[src/rtl/booth_mult_seq.sv]
// Sequential radix-2 Booth multiplier, signed or unsigned operands selected per operation.
// Latency: accept at edge E0, out_valid high after edge E0+WIDTH+1; data-independent.
// Backpressure: one operation in flight; in_ready low in BUSY/DONE, p/out_valid held until out_ready.
module booth_mult_seq #(
  parameter int WIDTH = 8
) (
  input  logic               clk,
  input  logic               rst_n,
  input  logic               in_valid,
  output logic               in_ready,
  input  logic [WIDTH-1:0]   a,
  input  logic [WIDTH-1:0]   b,
  input  logic               is_signed,
  output logic               out_valid,
  input  logic               out_ready,
  output logic [2*WIDTH-1:0] p,
  output logic               busy
);

  // Counter must reach WIDTH+1 without wrapping.
  localparam int CNT_W = $clog2(WIDTH + 2);

  typedef enum logic [1:0] {
    S_IDLE = 2'd0,
    S_BUSY = 2'd1,
    S_DONE = 2'd2
  } state_e;

  state_e             state_q, state_d;
  // Upper accumulator: one guard bit above the (WIDTH+1)-bit extended operand range
  // so add/subtract never overflows.
  logic [WIDTH+1:0]   acc_q, acc_d;
  // Extended multiplier; shifts right as product bits shift in from the accumulator.
  logic [WIDTH:0]     q_q, q_d;
  logic               qm1_q, qm1_d;
  // Extended multiplicand, held for the whole operation.
  logic [WIDTH:0]     mcand_q, mcand_d;
  logic [CNT_W-1:0]   cnt_q, cnt_d;
  logic [2*WIDTH-1:0] p_q, p_d;

  logic [WIDTH+1:0]   mcand_sx;
  logic [WIDTH+1:0]   sum;
  logic [WIDTH+1:0]   step_acc;
  logic [WIDTH:0]     step_q;
  logic               step_qm1;
  logic               last_step;
  logic [WIDTH:0]     a_ext;
  logic [WIDTH:0]     b_ext;

  // Operand extension to WIDTH+1 bits: sign bit copied only in signed mode, so unsigned
  // operands become non-negative signed numbers and one Booth datapath serves both modes.
  always_comb begin
    a_ext = {is_signed & a[WIDTH-1], a};
    b_ext = {is_signed & b[WIDTH-1], b};
  end

  // One Booth step: add/subtract multiplicand per (q0, q-1), then arithmetic shift right.
  always_comb begin
    mcand_sx = {mcand_q[WIDTH], mcand_q};
    case ({q_q[0], qm1_q})
      2'b01:   sum = acc_q + mcand_sx;
      2'b10:   sum = acc_q - mcand_sx;
      default: sum = acc_q;
    endcase
    step_acc  = {sum[WIDTH+1], sum[WIDTH+1:1]};
    step_q    = {sum[0], q_q[WIDTH:1]};
    step_qm1  = q_q[0];
    last_step = (cnt_q == CNT_W'(WIDTH));
  end

  // Next-state and datapath control; everything holds unless the current state says otherwise.
  always_comb begin
    state_d = state_q;
    acc_d   = acc_q;
    q_d     = q_q;
    qm1_d   = qm1_q;
    mcand_d = mcand_q;
    cnt_d   = cnt_q;
    p_d     = p_q;
    case (state_q)
      S_IDLE: begin
        if (in_valid) begin
          mcand_d = a_ext;
          q_d     = b_ext;
          acc_d   = '0;
          qm1_d   = 1'b0;
          cnt_d   = '0;
          state_d = S_BUSY;
        end
      end
      S_BUSY: begin
        acc_d = step_acc;
        q_d   = step_q;
        qm1_d = step_qm1;
        cnt_d = cnt_q + CNT_W'(1);
        if (last_step) begin
          // The exact product always fits in the low 2*WIDTH bits of {acc, q},
          // including the signed (-2^(WIDTH-1))^2 corner.
          p_d     = {step_acc[WIDTH-2:0], step_q};
          state_d = S_DONE;
        end
      end
      S_DONE: begin
        if (out_ready) begin
          state_d = S_IDLE;
        end
      end
      default: begin
        state_d = S_IDLE;
      end
    endcase
  end

  // State and datapath registers; reset discards any operation in progress.
  always_ff @(posedge clk or negedge rst_n) begin
    if (!rst_n) begin
      state_q <= S_IDLE;
      acc_q   <= '0;
      q_q     <= '0;
      qm1_q   <= 1'b0;
      mcand_q <= '0;
      cnt_q   <= '0;
      p_q     <= '0;
    end else begin
      state_q <= state_d;
      acc_q   <= acc_d;
      q_q     <= q_d;
      qm1_q   <= qm1_d;
      mcand_q <= mcand_d;
      cnt_q   <= cnt_d;
      p_q     <= p_d;
    end
  end

  // Handshake outputs decode directly from the state register.
  always_comb begin
    in_ready  = (state_q == S_IDLE);
    busy      = (state_q == S_BUSY);
    out_valid = (state_q == S_DONE);
    p         = p_q;
  end

endmodule

[config.mk]
export PLATFORM = sky130hd
export DESIGN_NAME = booth_mult_seq
export DESIGN_NICKNAME = d
export VERILOG_FILES = /design/src/rtl/booth_mult_seq.sv
export SDC_FILE = /design/constraint.sdc
export NUM_CORES = 1
export LEC_CHECK = 0
export ABC_CLOCK_PERIOD_IN_PS = 2400
export BUFFER_PORTS_ARGS = -buffer_cell sky130_fd_sc_hd__buf_2
export CAP_MARGIN = 20
export CORE_MARGIN = 2
export CORE_UTILIZATION = 38
export DETAILED_ROUTE_END_ITERATION = 8
export PLACE_DENSITY = 0.58
export SLEW_MARGIN = 20
export SYNTH_ARGS = -nofsm -noshare
export SYNTH_HDL_FRONTEND = slang
export SYNTH_SLANG_ARGS = --single-unit
[constraint.sdc]
create_clock -name clk -period 2.4 [get_ports clk]
set_clock_uncertainty 0.2 [all_clocks]
set_input_delay 0.24 -clock clk [delete_from_list [all_inputs] [get_ports clk]]
set_output_delay 0.24 -clock clk [all_outputs]
set_load 0.05 [all_outputs]
# Yosys cells after proc, flatten, opt, wreduce, memory -nomap -nowiden
# Index checks and enable logic that the tools add are counted.
# word_totals
ff_bits,51
latchBits,0
ram_bits,0
romBits,0
elab_cells,39
memories,0
# classes
addsub,3
multipliers,0
div_mod_pow,0
n_lt_le_gt_ge,0
eq_ne,8
shifts,0
muxes,13
bitwise_logic,2
reduce_logical,6
# ops
op,count
$pmux W10 S2,2
$pmux W9 S2,1
$add A10 B10 Y10,1
$mux W10,1
$sub A10 B10 Y10,1
$mux W9,1
$pmux W4 S2,1
$mux W2,3
$pmux W2 S3,1
$reduce_and A2 Y1,3
$add A4 B1 Y4 const B,1
$eq A2 B1 Y1 const B,2
$eq A2 B2 Y1 const B,2
$eq A4 B4 Y1 const B,1
$mux W4,1
$ne A2 B1 Y1 const B,2
$reduce_and A3 Y1,1
$and A1 B1 Y1,2
$logic_not A2 Y1,1
$ne A2 B2 Y1 const B,1
$pmux W1 S2,1
$reduce_bool A2 Y1,1
$mux W1,1

# Longest topological paths before layout
# logic_depth
ltp_word,3
mapped_depth,12
mapped_depth_nobuf,12

# Worst setup path after synthesis
# OpenSTA, ideal clock, no wires.
# synth_timing
kind,reg-to-reg
from,register qm1_q
to,register acc_q[7]
setup_ps,133
arrival_ps,2305
required_time_ps,2067
slack_ps,-238
stages_incl_launch_ff,12
path_buffers,1
period_less_slack_ps,2638
cell_sequence,dfrtp_1 inv_1 ha_1 clkbuf_1 mux2_2 fa_1 nand2b_1 a21oi_1 a211oi_1 a21oi_1 xnor2_1 o211ai_1
# synth_between
elab_chain_len,3
elab_cells_between_ends,4
# synth_rtl
item,line,text
start: declaration,35,"logic qm1_q, qm1_d;"
start signal: assignment,128,qm1_q <= qm1_d;
$eq A2 B2 Y1 or $eq A2 B1 Y1 (tied branches),60,"case ({q_q[0], qm1_q})"
$pmux W10 S2 *,60,
$pmux W10 S2 *,80,case (state_q)
end signal: assignment,118,acc_q <= '0;
end signal: assignment,126,acc_q <= acc_d;
end: declaration,32,"logic [WIDTH+1:0] acc_q, acc_d;"
# Mark *: on every way between the ends. The rest lies on a longest branch, timed or not.
# A chain may end at the register's enable or synchronous reset.

# Worst setup path after layout
# layout_timing
from,register mcand_q[1]
to,"register p_q[15], in the netlist p[15]"
# layout_between
elab_chain_len,2
elab_cells_between_ends,3
# layout_rtl
item,line,text
start: declaration,37,"logic [WIDTH:0] mcand_q, mcand_d;"
start signal: assignment,129,mcand_q <= mcand_d;
$sub A10 B10 Y10 or $add A10 B10 Y10 (tied branches),"62, 61",
$pmux W10 S2 *,60,
end signal: assignment,131,p_q <= p_d;
end: declaration,39,"logic [2*WIDTH-1:0] p_q, p_d;"
# Marks and branches as above.

==> flow_summary_export.csv <==
group,metric,value,unit
sta,min_period_over_period,1.08,
yosys,synth_seq_area_share,0.471,
yosys,async_flop_share,1.00,
setup_path,crit_path_max_fanout,3,
clock_network,clock_latency,0.31,ns
yosys,yosysWarnings,0,
yosys,synth-edff-count,0,
clock_network,ctsHtreeMaxLevel,2,
routing,drt_iter0_drc,90,
setup_path,worstPathArrival,2.62,ns
routing,routed_wl,6160,um
floorplanning,core,6790,um2
global_routing,grt.total_usage,0.173,
routing,num_vias,2301,
yosys,yosys.cell_types.count,38,
clock_network,clkTransAtPathRegs,0.09,ns
setup_path,cp.required,2.43,ns
final_layout,final_cells,483,
final_layout,diodes,0,
routing,drt_first_pass_iters,4,
yosys,synth_ff_type,"dfrtp_1",
placed_design,port_buffers,39,
placed_design,pre_cts_ws,-0.253,ns
final_layout,synthToLayoutAreaGrowth,37.6,%
final_layout,multi_input_area,1460,um2
sta,timing.fmax,385,MHz
global_routing,grt_pass1_vias,2216,
sta,tightest_slew,0.657,ns
sta,slew_viol_final,0,
floorplanning,rows,30,
placed_design,placed_cells,449,
setup_path,critPathKind,"reg2reg",
floorplanning,initial_core_util,0.391,
floorplanning,ios,40,
placed_design,place.gp.congestion,0.862,
floorplanning,die_x,87.6,um
global_routing,grt_max_degree,30,
yosys,netlist_instances,299,
floorplanning,die_h,87.6,um
worst_hold_path,hold_path_class,"in2reg",
clock_network,cts_tree,"yes",
yosys,syn_avg_cell_area,8.88,um2
routing,routedWlPerCell,12.8,um
clock_network,cts_buffers,5,
sta,rsz0062_at_grt,"yes",
run_status,status,"finished, violations left",
sta,finalCriticalPeriod,2.59,ns
final_layout,nNetsFinal,421,
global_routing,grt-ovfl-total,0,
final_layout,layout-drive-gt1-share,0.310,
clock_network,root_buffer,"clkbuf_8",
sta,finalHoldViolations,0,
sta,worst_slack,-0.194,ns
final_layout,final-seq-area,1250,um2
floorplanning,dieArea,7670,um2
run_status,violations,"setup timing",
setup_path,start_kind,"flop",
sta,setup_viol_count_final,9,
global_routing,grt_pass1_wl,10500,um
yosys,synth_nets,334,
setup_path,worstSetupEndpointType,"flop",
placed_design,dpl.hpwl,4220,um
global_routing,antenna_found_initial,0,
yosys,ys_ff_latch,50,
routing,vias_per_cell,4.76,
yosys,synth_area,2660,um2
routing,post-route-drc-count,0,
clock_network,cts_sinks,50,
final_layout,fill_cells,610,
clock_network,clk_path_buf_depth,2,
sta,slew-limit-headroom,0.561,
run,drv_cap,0,
routing,postRouteAntennaNets,0,
[what timing repair did]
| item | 4_1_cts | 5_1_grt |
|---|---|---|
| endpoints found under the setup margin | 10 | 14 |
| resized for setup | 22 | 16 |
| buffers inserted | 9 | 2 |
| pin swaps | 17 | 5 |
| endpoints found under the hold margin | 43 | 0 |
| hold buffers | 16 | 0 |
[Yosys cell counts, types with 2 or more instances]
library cell  instances  share of area
a21oi_1              15          0.028
clkbuf_1             12          0.017
dfrtp_1              50           0.47
ha_1                 13          0.061
inv_1                12          0.017
mux2_2                2         0.0085
mux2i_1               5          0.019
nand2_1              70          0.099
nand2b_1              7          0.016
nand3_1              11          0.021
nor2_1               29          0.041
nor2b_1               2         0.0047
nor3_1                4         0.0075
o211ai_1              4          0.011
o21ai_0              20          0.038
o22ai_1               7          0.016
o31ai_1               2         0.0057
xnor2_1              13          0.043
xor2_1                2         0.0066
[layer usage]
layer | vias up | GRT usage | share of wire | wire [um]
met1 | 1068 | 0.244 | 0.48 | 2970
met3 | 11 | 0.0292 | 0.027 | 168
met2 | 48 | 0.271 | 0.46 | 2860
met5 | - | 0 | 0 | 0
li1 | 1174 | - | - | -
met4 | 0 | 0.0601 | 0.026 | 161
[registers in the layout, indices dropped and copies added, names as in the netlist]
signal,flops
state_q,2
q_q,9
mcand_q,9
qm1_q,1
acc_q,9
p,16
cnt_q,4
[through the flow]
stage	util	cell area [um2]	hold WS, ns	setup TNS [ns]
3_5_place_dp	0.465	3160	0.107	-1.55
5_1_grt	0.538	3650	0.0136	-2.96
4_1_cts	0.528	3590	0.00691	-0.747
6_report	0.538	3650	0.00500	-1.01
3_3_place_gp	0.465	3160	0.105	-1.33
2_1_floorplan	-	2690	-0.256	-0.190
[worst max-delay path: stages (launching register included)]
cell,delay (ns)
dfrtp_1,0.42
inv_2,0.09
ha_4,0.13
nor2b_4,0.14
a21oi_2,0.06
xnor2_1,0.12
ha_1,0.31
buf_4,0.15
a21oi_2,0.14
inv_1,0.07
o211ai_1,0.20
a21boi_1,0.10
o31a_1,0.26
o21ai_1,0.11
[cell type report]
class                      count  area share
multi-input combinational    224       0.399
sequential                    50       0.342
inverter                      12      0.0123
tap                           96      0.0329
clock buffer                   5      0.0188
timing repair buffer          93       0.182
clock inverter                 3      0.0130
[final timing paths]
path | from | to | slack [ns] | depth (start not counted)
min in group asynchronous | rst_n | cnt_q[3] | 0.28 | 2
setup / recovery | mcand_q[1] | p[15] | -0.19 | 13
setup reg to reg | mcand_q[1] | p[15] | -0.19 | 13
hold / removal | is_signed | mcand_q[8] | 0.005 | 3
max in group asynchronous | rst_n | acc_q[6] | 1.09 | 3
hold reg to reg | p[5] | p[5] | 0.28 | 2
[cells in the final DEF, fill, tap and decap left out, types with 2 or more instances in the layout]
cell,n
inv_2,4
nand3_1,11
clkbuf_8,5
dlygate4sd3_1,16
mux2i_1,5
o21ai_1,7
o31ai_1,2
a21oi_2,12
nand2b_1,6
xnor2_2,4
inv_1,8
nand2_1,70
nor2_1,27
xnor2_1,10
xor2_1,2
o21ai_0,14
o211ai_1,4
dfrtp_1,50
nor3_1,3
a21oi_1,3
inv_6,2
o22ai_1,7
ha_1,11
buf_4,32
buf_6,6
buf_2,39
ha_4,2
[cell families (layout without fill, tap and decap cells)]
family	after synthesis	count (layout)	share of synthesized area
mux	7	7	0.0273
fa+ha+maj	14	14	0.0688
flops	50	50	0.471
compound gates	58	58	0.129
buf+inv	25	113	0.0353
xor+xnor	16	16	0.0556
simple gates	129	129	0.213
Power is not shown: default switching activity piles up to over one toggle a cycle in this logic, so the estimate is an artifact.
